--- config.mk ---
export PLATFORM = sky130hd
export DESIGN_NAME = arduino_hub_node
export DESIGN_NICKNAME = d
export VERILOG_FILES = /design/src/rtl/arduino_hub_pkg.sv /design/src/rtl/hub_sync_fifo.sv /design/src/rtl/arduino_hub_node.sv
export SDC_FILE = /design/constraint.sdc
export NUM_CORES = 1
export LEC_CHECK = 0
export BUFFER_PORTS_ARGS = -buffer_cell sky130_fd_sc_hd__buf_4
export CORE_AREA = 2 2 98 100
export CTS_CLUSTER_DIAMETER = 50
export CTS_CLUSTER_SIZE = 25
export DETAILED_ROUTE_END_ITERATION = 10
export DIE_AREA = 0 0 100 102
export PLACE_DENSITY = 0.51
export SETUP_SLACK_MARGIN = 0.2
export SLEW_MARGIN = 20
export SYNTH_ARGS = -nofsm -noshare
export SYNTH_HDL_FRONTEND = slang
export SYNTH_SLANG_ARGS = --single-unit
--- constraint.sdc ---
create_clock -name clock50 -period 3.69 [get_ports clock50]
set_input_delay 0.1845 -clock clock50 [delete_from_list [all_inputs] [get_ports clock50]]
set_output_delay 0.1845 -clock clock50 [all_outputs]
set_load 0.05 [all_outputs]
--- src/rtl/arduino_hub_pkg.sv ---
// Shared types and helpers for the Arduino hub endpoint: TX state encoding, frame sizing
// and the reserved broadcast address.
package arduino_hub_pkg;

  typedef enum logic [1:0] {IDLE, REQ, SEND} tx_state_t;

  localparam int DROP_CNT_W = 8;

  // The all-ones address is reserved for broadcast and never assigned to a node.
  function automatic int broadcast_addr(input int addr_w);
    return (1 << addr_w) - 1;
  endfunction

  function automatic int frame_w(input int addr_w, input int data_w);
    return addr_w + data_w;
  endfunction

endpackage

--- src/rtl/hub_sync_fifo.sv ---
// Single-clock first-word-fall-through FIFO; dout shows the head whenever empty is low.
// A push while full is accepted only if a pop happens in the same cycle.
module hub_sync_fifo #(
  parameter int WIDTH = 2,
  parameter int DEPTH = 4
) (
  input  logic             clk,
  input  logic             reset,
  input  logic             push,
  input  logic             pop,
  input  logic [WIDTH-1:0] din,
  output logic [WIDTH-1:0] dout,
  output logic             full,
  output logic             empty
);

  localparam int PTR_W = (DEPTH > 1) ? $clog2(DEPTH) : 1;

  logic [WIDTH-1:0] mem [DEPTH];
  logic [PTR_W-1:0] wr_ptr;
  logic [PTR_W-1:0] rd_ptr;
  logic [PTR_W:0]   count;
  logic             do_push;
  logic             do_pop;

  assign full    = (count == (PTR_W + 1)'(DEPTH));
  assign empty   = (count == '0);
  assign do_pop  = pop && !empty;
  assign do_push = push && (!full || do_pop);
  assign dout    = mem[rd_ptr];

  always_ff @(posedge clk) begin
    if (reset) begin
      wr_ptr <= '0;
      rd_ptr <= '0;
      count  <= '0;
    end else begin
      if (do_push) wr_ptr <= wr_ptr + PTR_W'(1);
      if (do_pop)  rd_ptr <= rd_ptr + PTR_W'(1);
      case ({do_push, do_pop})
        2'b10:   count <= count + (PTR_W + 1)'(1);
        2'b01:   count <= count - (PTR_W + 1)'(1);
        default: count <= count;
      endcase
    end
  end

  always_ff @(posedge clk) begin
    if (do_push) mem[wr_ptr] <= din;
  end

endmodule

--- src/rtl/arduino_hub_node.sv ---
// Arduino endpoint on the hub bus: samples in_data/btn_send each tick, queues frames, sends via req/gnt,
// and latches frames addressed to MY_ADDR. Define BROADCAST_RX_EN to also accept all-ones-address frames.
module arduino_hub_node
  import arduino_hub_pkg::*;
#(
  parameter int ADDR_W     = 2,
  parameter int DATA_W     = 2,
  parameter int MY_ADDR    = 2,
  parameter int TICK_DIV   = 25000000,
  parameter int FIFO_DEPTH = 4
) (
  input  logic                             clock50,
  input  logic                             reset,
  input  logic [DATA_W-1:0]                in_data,
  input  logic                             btn_send,
  output logic                             bus_req,
  input  logic                             bus_gnt,
  output logic [frame_w(ADDR_W, DATA_W)-1:0] bus_out,
  output logic                             bus_out_valid,
  input  logic [frame_w(ADDR_W, DATA_W)-1:0] bus_in,
  input  logic                             bus_in_valid,
  output logic [DATA_W-1:0]                arduino_response,
  output logic                             fifo_full,
  output logic [DROP_CNT_W-1:0]            drop_count
);

  localparam int FW    = frame_w(ADDR_W, DATA_W);
  localparam int CNT_W = $clog2(TICK_DIV);
  localparam logic [ADDR_W-1:0] ADDR    = ADDR_W'(MY_ADDR);
  localparam logic [DATA_W-1:0] BTN_DAT = DATA_W'(MY_ADDR);

  logic [CNT_W-1:0]  tick_cnt;
  logic              tick;
  logic [DATA_W-1:0] prev_in;
  logic              prev_btn;
  logic              data_push;
  logic              btn_push;
  logic              push;
  logic [DATA_W-1:0] push_dat;
  logic              pop;
  logic [DATA_W-1:0] head;
  logic              empty;
  logic [1:0]        drop_inc;
  logic [DROP_CNT_W:0] drop_sum;
  logic              rx_hit;
  tx_state_t         state;
  tx_state_t         state_nxt;

  assign tick = (tick_cnt == CNT_W'(TICK_DIV - 1));

  always_ff @(posedge clock50) begin
    if (reset) begin
      tick_cnt <= '0;
      prev_in  <= '0;
      prev_btn <= 1'b0;
    end else begin
      tick_cnt <= tick ? '0 : tick_cnt + CNT_W'(1);
      if (tick) begin
        prev_in  <= in_data;
        prev_btn <= btn_send;
      end
    end
  end

  // Arduino data wins a same-tick collision with the button; the button frame is counted as dropped.
  assign data_push = tick && (in_data != '0) && (in_data != prev_in);
  assign btn_push  = tick && btn_send && !prev_btn;
  assign push      = data_push || btn_push;
  assign push_dat  = data_push ? in_data : BTN_DAT;

  hub_sync_fifo #(
    .WIDTH (DATA_W),
    .DEPTH (FIFO_DEPTH)
  ) u_fifo (
    .clk   (clock50),
    .reset (reset),
    .push  (push),
    .pop   (pop),
    .din   (push_dat),
    .dout  (head),
    .full  (fifo_full),
    .empty (empty)
  );

  assign drop_inc = {1'b0, push && fifo_full && !pop} + {1'b0, data_push && btn_push};
  assign drop_sum = {1'b0, drop_count} + (DROP_CNT_W + 1)'(drop_inc);

  always_ff @(posedge clock50) begin
    if (reset) drop_count <= '0;
    else       drop_count <= drop_sum[DROP_CNT_W] ? '1 : drop_sum[DROP_CNT_W-1:0];
  end

  always_ff @(posedge clock50) begin
    if (reset) state <= IDLE;
    else       state <= state_nxt;
  end

  always_comb begin
    state_nxt = state;
    bus_req   = 1'b0;
    pop       = 1'b0;
    case (state)
      IDLE: if (!empty) state_nxt = REQ;
      REQ: begin
        bus_req = 1'b1;
        if (bus_gnt) state_nxt = SEND;
      end
      SEND: begin
        pop       = 1'b1;
        state_nxt = IDLE;
      end
      default: state_nxt = IDLE;
    endcase
    // A reset cycle must not leak a request or a frame even though state is still REQ/SEND.
    if (reset) begin
      bus_req = 1'b0;
      pop     = 1'b0;
    end
  end

  assign bus_out_valid = (state == SEND) && !reset;

  // Head cannot change between grant and SEND, so the frame is captured on the grant.
  always_ff @(posedge clock50) begin
    if (reset)                        bus_out <= '0;
    else if (state == REQ && bus_gnt) bus_out <= {ADDR, head};
  end

`ifdef BROADCAST_RX_EN
  localparam logic [ADDR_W-1:0] BCAST = ADDR_W'(broadcast_addr(ADDR_W));
  assign rx_hit = bus_in_valid &&
                  ((bus_in[FW-1:DATA_W] == ADDR) || (bus_in[FW-1:DATA_W] == BCAST));
`else
  assign rx_hit = bus_in_valid && (bus_in[FW-1:DATA_W] == ADDR);
`endif

  always_ff @(posedge clock50) begin
    if (reset)       arduino_response <= '0;
    else if (rx_hit) arduino_response <= bus_in[DATA_W-1:0];
  end

endmodule
==> results_dict.tcl, run 1 <==
set metrics [dict create \
    antenna_found_initial 0 \
    powerDensity_nw_per_um2 402 \
    clock-sinks 58 \
    synth_edf_count 8 \
    drive_gt1_frac 0.147 \
    critical_path_class "reg2reg" \
    top_usage_layer "met2" \
    fmax_mhz 332 \
    viasPerCell 4.65 \
    synth_cell_type_count 44 \
    period_minus_slack_ns 3.02 \
    syn_nets 305 \
    syn_inst 285 \
    final_antenna_net_count 0 \
    wirelength_um 4970 \
    gp_congestion 0.729 \
    synth-seq-cells 58 \
    slowest_delay_ns 0.52 \
    endpoint_kind "flop" \
    met1_usage 0.112 \
    dr_total_vias 2006 \
    pin_count 28 \
    worst-path-buf-inv 1 \
    final_common_cell "dfxtp_1" \
    path_cells "ha_1 -> nand2_1 -> nor4_1 -> and2_1 -> nand3_1 -> fa_1 -> inv_1 -> ha_1 -> nand3_1 -> a21oi_1" \
    core_area_um2 9110 \
    grt_usage 0.108 \
    crit_path_max_fanout 7 \
    hpwl_um 3490 \
    dieArea_um2 10200 \
    fin_setup_tns_ns 0 \
    async_flop_share 0 \
    hold_buffers 0 \
    ys_dominant_reg_cell "dfxtp_1" \
    final-hold-violation-count 0 \
    overflow 0 \
    critPathArrivalTime_ns 3.29 \
    met2_usage 0.194 \
    cts_resized 0 \
    finalPower_uw 1260 \
    drt-wirelength-per-cell_um 11.5 \
    htreeDepth 3 \
    postCtsSetupBuffers 0 \
    met3_usage 0.0417 \
    die_x_um 100 \
    final_cells 431 \
    firstDrtPassIters 4 \
    fin_nets 335 \
    grt_pass1_wl_um 8670 \
    cts_root_buf "clkbuf_8" \
    syn-cell-area_um2 2670 \
    dp_slack_ns 0.642 \
    setup_slack_ns 0.674 \
    drc 0 \
    grt_max_degree 29 \
    cp.required_ns 3.97 \
    fin_skew_ns 0.00939 \
    worst_pin_slew_ns 0.859 \
    cts_buffers 9 \
    ir_drop_uv 162 \
    setup_viol 0 \
    status "complete, no violations" \
    final_cell_mix "dfxtp_1, nor2_1, buf_4, inv_1, xor2_1" \
    p_leak_uw 0.00116 \
    start_kind "flop" \
    slew_headroom 0.427 \
    numPortBuffers 26 \
    drv_slew 0 \
    drv_cap 0 \
    path_clk_slew_ns 0.07 \
    syn_to_final_growth_pct 17.9 \
    place_inst 415 \
    rsz0062_at_grt "false" \
    initial_core_util 0.293 \
    min_path_type "in2reg" \
    drt_iter0_markers 44 \
    ctsLongestPathBuffers 2 \
    final_min_period_over_clock_period 0.817 \
    critPathTopFamily "simple AND/OR/NAND/NOR gates" \
    yosysSeqAreaShare 0.465 \
    fp.dieH_um 102 \
    antenna_cells 0 \
    clock_latency_ns 0.34 \
    utilization 0.345 \
    num-fill-cells 981 \
    cts_tree "built" \
    fp-row-count 35 \
    syn_avg_cell_area_um2 9.36 \
    ys_warn_count 0 \
    grt_pass1_vias 1995 \
    crit_slowest_cell "nor4_1" \
]
==> sequential cells by signal, summed over array words and instances (netlist names) <==
name	cells
tick_cnt	25
drop_count	8
u_fifo.mem	8
bus_out	3
u_fifo.count	3
arduino_response	2
prev_in	2
state	2
u_fifo.rd_ptr	2
u_fifo.wr_ptr	2
prev_btn	1
==> cell type report <==
type | count | area [um^2] | share of cell area
Multi-Input combinational cell | 201 | 1300 | 0.413
Sequential cell | 58 | 1240 | 0.395
Inverter | 18 | 67.6 | 0.0215
Clock inverter | 5 | 53.8 | 0.0171
Clock buffer | 11 | 141 | 0.0450
Timing Repair Buffer | 27 | 203 | 0.0645
Tap cell | 111 | 139 | 0.0442
==> through the flow <==
stage	cell area [um^2]	hold WS, ns
3_5_place_dp	2950	0.424
4_1_cts	3140	0.0581
2_1_floorplan	2670	0.324
6_report	3140	0.0748
5_1_grt	3140	0.0969
3_3_place_gp	2950	0.421
==> cell usage after synthesis, types with 6 or more instances <==
master / n / area share
nand2_1: 14 / 0.020
edfxtp_1: 8 / 0.090
and3_1: 10 / 0.023
nand3_1: 17 / 0.032
ha_1: 7 / 0.033
nor3_1: 7 / 0.013
nor2_1: 46 / 0.065
xnor2_1: 13 / 0.043
nand4_1: 6 / 0.014
xor2_1: 18 / 0.059
a21oi_1: 14 / 0.026
dfxtp_1: 50 / 0.38
nor4_1: 6 / 0.014
o21ai_0: 6 / 0.011
inv_1: 18 / 0.025
==> power by group <==
part / internal, uW / leakage, uW / switching, uW
logic: 13.3 / 0.000576 / 21.4
registers: 642 / 0.000478 / 3.26
clock network: 328 / 0.000103 / 256
total: 983 / 0.00116 / 280
==> layer usage <==
layer / vias to the layer above / share of wire / routed length [um]
li1: 1033 / - / -
met3: 10 / 0.040 / 199
met5: - / 0 / 0
met4: 0 / 0.018 / 89
met2: 27 / 0.50 / 2490
met1: 936 / 0.44 / 2200
==> kinds of logic (layout without fill, tap and decap cells) <==
kind of cell,after synthesis,in the layout,share of synthesized area
simple gates,125,125,0.239
flops,58,58,0.465
xor+xnor,31,31,0.102
compound gates,29,29,0.0647
buf+inv,26,61,0.0478
fa+ha+maj,9,9,0.0478
mux,6,6,0.0319
other cells,1,1,0.00141
==> worst register-to-register path, cell delays in order, from the launching register on <==
cell,delay [ns]
dfxtp_1,0.38
ha_1,0.24
nand2_1,0.10
nor4_1,0.52
and2_1,0.38
nand3_1,0.15
fa_1,0.40
inv_1,0.07
ha_1,0.27
nand3_1,0.25
a21oi_1,0.20
==> final timing paths <==
check	from	to	slack [ns]	cells past startpoint
max reg2reg	tick_cnt[0]$_SDFF_PP0_	drop_count[1]$_SDFF_PP0_	0.67	10
min	bus_in[1]	arduino_response[1]$_SDFFE_PP0P_	0.07	3
max	tick_cnt[0]$_SDFF_PP0_	drop_count[1]$_SDFF_PP0_	0.67	10
min reg2reg	bus_out[3]$_SDFFE_PP0P_	bus_out[3]$_SDFFE_PP0P_	0.47	2
No activity file was read; power rests on OpenSTA's default activity.
==> inputs of run 2 (changes only) <==
PLACE_DENSITY = 0.53   (was 0.51)
clock period = 2.5 ns   (was 3.69 ns; I/O delays follow)
==> run 2 against run 1 <==
Effect of this change: the flow now finishes with violations (negative setup slack); clock skew hardly changed; sequential share of layout area fell by 2.7 points; via count rose by 3.6%; utilization increased by 2.6 points; flip-flop and latch count unchanged; critical path depth unchanged; combinational power grew 67%.
==> results_dict.tcl, run 2 (same netlist as run 1, synthesis figures left out) <==
set metrics [dict create \
    clock-sinks 58 \
    endpoint_kind "flop" \
    crit_top_cell "nand3_2" \
    viasPerCell 4.58 \
    r2r_end "drop_count[4]$_SDFF_PP0_" \
    antenna_cells 0 \
    dr_total_vias 2079 \
    drv_slew 0 \
    path_clk_slew_ns 0.07 \
    worst_pin_slew_ns 0.693 \
    rsz0062_at_grt "true" \
    register_area_um2 1240 \
    utilization 0.371 \
    gp_congestion 0.760 \
    fin_skew_ns 0.00890 \
    final_cells 454 \
    drv_cap 0 \
    critical_path_class "reg2reg" \
    postPlaceCellArea_um2 3150 \
    die_x_um 100 \
    final_common_cell "buf_4" \
    cts_root_buf "clkbuf_8" \
    slowest_delay_ns 0.54 \
    r2r-start "tick_cnt[17]$_SDFF_PP0_" \
    core_area_um2 9110 \
    final_min_period_over_clock_period 1.01 \
    cts_tree "built" \
    rrSetupSlack_ns -0.03 \
    path_cells "or4b_4 -> nor4_4 -> and2_4 -> nand3_2 -> fa_2 -> inv_2 -> ha_4 -> nand3_2 -> xor2_1 -> a21oi_1" \
    design_area_um2 3380 \
    grt_max_degree 28 \
    hold_path_startpoint "bus_in[1]" \
    num-fill-cells 943 \
    crit_path_max_fanout 6 \
    grt_pass1_wl_um 9250 \
    htreeDepth 3 \
    cts_buffers 9 \
    numPortBuffers 26 \
    overflow 0 \
    antenna_found_initial 0 \
    multiInputGateArea_um2 1390 \
    status "complete, but fails checks" \
    drc 0 \
    hold_buffers 0 \
    syn_to_final_growth_pct 26.7 \
    drt_iter0_markers 48 \
    crit_slowest_cell "or4b_4" \
    min_path_type "in2reg" \
    cp.required_ns 2.71 \
    finalPower_uw 1740 \
    start_kind "flop" \
    powerDensity_nw_per_um2 514 \
    place_inst 435 \
    setup_slack_ns -0.0287 \
    min_to "arduino_response[1]$_SDFFE_PP0P_" \
    grt_pass1_vias 2189 \
    fp-row-count 35 \
    top_regs "tick_cnt: 25 flops, drop_count: 8 flops, u_fifo.mem: 8 flops" \
    period_minus_slack_ns 2.53 \
    clock_latency_ns 0.33 \
    fin_nets 358 \
    final_antenna_net_count 0 \
    worst-path-buf-inv 1 \
    critPathArrivalTime_ns 2.74 \
    wirelength_um 5200 \
    fmax_mhz 395 \
    slew_headroom 0.533 \
    ir_drop_uv 239 \
    firstDrtPassIters 4 \
    pin_count 28 \
    final-hold-violation-count 0 \
    hpwl_um 3740 \
    initial_core_util 0.293 \
    final_cell_mix "buf_4, dfxtp_1, nor2_1, xor2_1, inv_1" \
    violations "negative setup slack" \
    largest_reg_flops 25 \
    grt_usage 0.114 \
    regMostFlops "tick_cnt" \
    setup_viol 4 \
    fp.dieH_um 102 \
    critPathTopFamily "simple AND/OR/NAND/NOR gates" \
    ctsLongestPathBuffers 2 \
    drive_gt1_frac 0.254 \
    min_path_cells 3 \
    p_leak_uw 0.00127 \
    dieArea_um2 10200 \
    reg2regPathDepth 10 \
    drt-wirelength-per-cell_um 11.5 \
]
[run 2: cell count changes in the layout (fill, tap and decap cells not counted), sizes merged]
cell and change:
buf +23, bufinv -1, clkbuf +2, clkinv -1
[run 2: layout make-up]
class,count,share of cell area
inverter,18,0.0200
multi-input combinational,201,0.410
clock inverter,3,0.00444
sequential,58,0.368
timing repair buffer,50,0.112
clock buffer,13,0.0441
tap,111,0.0411
[run 2: worst max-delay path by stage]
stage,start,endpoint,slack [ns],cells past startpoint
floorplan,tick_cnt[9]$_SDFF_PP0_,drop_count[6]$_SDFF_PP0_,-0.04,11
global placement,tick_cnt[9]$_SDFF_PP0_,drop_count[2]$_SDFF_PP0_,-0.02,9
detailed placement,tick_cnt[9]$_SDFF_PP0_,drop_count[0]$_SDFF_PP0_,-0.04,9
CTS,tick_cnt[17]$_SDFF_PP0_,drop_count[6]$_SDFF_PP0_,-0.02,10
global route,tick_cnt[17]$_SDFF_PP0_,u_fifo.count[2]$_SDFFE_PP0P_,-0.22,11
finish,tick_cnt[17]$_SDFF_PP0_,drop_count[4]$_SDFF_PP0_,-0.03,10
[run 2: worst min-delay path: stages]
cell     delay (ns)
buf_4          0.07
mux2i_1        0.05
nor2_1         0.07
[run 2: what timing repair did]
| action | 4_1_cts | 5_1_grt |
|---|---|---|
| endpoints found under the hold margin | 0 | 0 |
| setup buffers | 2 | 1 |
| endpoints found under the setup margin | 10 | 11 |
| pin swaps | 5 | 3 |
| resized for setup | 3 | 6 |
[run 2: through the flow]
stage / hold WS [ns] / worst slack (ns) / TNS [ns]
after global placement: 0.362 / -0.0219 / -0.0501
after global routing: 0.0551 / -0.219 / -1.51
after CTS: 0.0231 / -0.0216 / -0.0535
final: 0.0378 / -0.0287 / -0.0825
after floorplan: 0.265 / -0.0394 / -0.0729
after detailed placement: 0.370 / -0.0374 / -0.138
[run 2: routing by layer]
metal	routed length (um)	GRT usage	part of all wire	vias up
met5	0	0	0	-
met4	44	0.0485	0.0085	0
met3	191	0.0342	0.037	5
met2	2640	0.210	0.51	29
met1	2330	0.121	0.45	965
li1	-	-	-	1080
[run 2: where the power goes]
group,internal (uW),switching (uW)
Clock,382,345
Sequential,947,4.11
Combinational,23.8,33.9
Total,1350,383
==> inputs of run 3 (changes only) <==
SKIP_CTS_REPAIR_TIMING = 1   (was unset)
==> run 3 against run 2 <==
Effect of this change: the flow still finishes with violations (negative setup slack); via count fell by 1.1%; critical endpoint is now u_fifo.count[2]$_SDFFE_PP0P_; utilization is 0.48 points lower; clock power is essentially flat; worst hold slack hardly changed; final area down 1.3%; cell count fell by 0.66%.
==> results_dict.tcl, run 3 (same netlist as run 1, synthesis figures left out) <==
set metrics [dict create \
    drive_gt1_frac 0.241 \
    core_area_um2 9110 \
    path_clk_slew_ns 0.06 \
    antenna_found_initial 0 \
    final-hold-violation-count 0 \
    r2r-start "tick_cnt[17]$_SDFF_PP0_" \
    drv_cap 0 \
    critical_path_class "reg2reg" \
    period_minus_slack_ns 2.51 \
    critPathTopFamily "simple AND/OR/NAND/NOR gates" \
    drt_iter0_markers 46 \
    top_regs "tick_cnt: 25 flops, drop_count: 8 flops, u_fifo.mem: 8 flops" \
    fin_setup_tns_ns -0.0270 \
    grt_pass1_wl_um 9190 \
    drt-wirelength-per-cell_um 11.4 \
    final_min_period_over_clock_period 1.00 \
    crit_slowest_cell "or4b_4" \
    p_comb_frac 0.033 \
    largest_reg_flops 25 \
    hpwl_um 3740 \
    ctsLongestPathBuffers 2 \
    cts_tree "built" \
    final_antenna_net_count 0 \
    die_x_um 100 \
    postPlaceCellArea_um2 3150 \
    pin_count 28 \
    slowest_delay_ns 0.54 \
    whs_ns 0.0377 \
    place_inst 435 \
    powerDensity_nw_per_um2 521 \
    dr_total_vias 2056 \
    initial_core_util 0.293 \
    overflow 0 \
    seqPwrFrac 0.548 \
    syn_to_final_growth_pct 25.0 \
    violations "negative setup slack" \
    drc 0 \
    fin_nets 355 \
    p_sw_uw 383 \
    final_cell_mix "dfxtp_1, buf_4, nor2_1, xor2_1, inv_1" \
    grt_usage 0.113 \
    drv_slew 0 \
    multiInputGateArea_um2 1370 \
    critPathArrivalTime_ns 2.77 \
    fin_skew_ns 0.00889 \
    grt_pass1_vias 2185 \
    p_int_uw 1350 \
    firstDrtPassIters 4 \
    cts_buffers 9 \
    p_leak_uw 0.00125 \
    htreeDepth 3 \
    hold_path_startpoint "bus_in[1]" \
    fp-row-count 35 \
    swShare 0.221 \
    regMostFlops "tick_cnt" \
    final_cells 451 \
    path_cells "or4b_4 -> nor4_4 -> o211ai_1 -> nor2_1 -> inv_1 -> ha_4 -> inv_2 -> fa_2 -> xor2_1 -> or3_1 -> a21oi_1" \
    register_area_um2 1240 \
    clock_latency_ns 0.33 \
    design_area_um2 3340 \
    gp_congestion 0.760 \
    ir_drop_uv 239 \
    dp_slack_ns -0.0374 \
    crit_path_max_fanout 4 \
    startpoint "tick_cnt[17]$_SDFF_PP0_" \
    grt_max_degree 28 \
    p_clk_frac 0.419 \
    fp.dieH_um 102 \
    viasPerCell 4.56 \
    final_common_cell "dfxtp_1" \
    cp.required_ns 2.76 \
    antenna_cells 0 \
    worst-path-buf-inv 2 \
    setup_slack_ns -0.0111 \
    setup_viol 3 \
    endpoint_kind "flop" \
    dieArea_um2 10200 \
    min_path_type "in2reg" \
    slew_headroom 0.534 \
    status "complete, but fails checks" \
    num-fill-cells 943 \
    start_kind "flop" \
    numPortBuffers 26 \
    fmax_mhz 398 \
    rsz0062_at_grt "true" \
    worst_pin_slew_ns 0.693 \
    clock-sinks 58 \
    cts_root_buf "clkbuf_8" \
    wirelength_um 5120 \
]
run 3: per-layer routing:
metal / share of wire / up-vias / global-route usage
met1: 0.45 / 948 / 0.122
li1: - / 1076 / -
met4: 0.0086 / 0 / 0.0485
met3: 0.036 / 5 / 0.0342
met5: 0 / - / 0
met2: 0.50 / 27 / 0.207
run 3: final cells by class:
cell class,count,share of cell area
Multi-Input combinational cell,201,0.410
Clock inverter,3,0.00450
Sequential cell,58,0.373
Tap cell,111,0.0416
Timing Repair Buffer,47,0.106
Inverter,18,0.0203
Clock buffer,13,0.0446
run 3: worst min-delay path, cell delays in order:
cell and delay [ns]:
buf_4 0.07, mux2i_1 0.05, nor2_1 0.07
run 3: path summary, 6_finish.rpt:
kind	end	slack [ns]	cells after the start
setup reg to reg	u_fifo.count[2]$_SDFFE_PP0P_	-0.01	11
setup / recovery	u_fifo.count[2]$_SDFFE_PP0P_	-0.01	11
hold / removal	arduino_response[1]$_SDFFE_PP0P_	0.04	3
hold reg to reg	bus_out[3]$_SDFFE_PP0P_	0.47	2
run 3: power groups by stage:
stage	Combinational (uW)	Clock [uW]	Sequential, uW
floorplan	33.9	0	976
global placement	58.4	0	972
detailed placement	58.6	0	972
CTS	58.8	764	951
global route	64.9	805	951
finish	57.6	728	951
run 3: through the flow:
stage                     power [uW]   util
after CTS                       1770  0.363
final                           1740  0.366
after global routing            1820  0.366
after global placement          1030  0.345
after detailed placement        1030  0.345
after floorplan                 1010      -
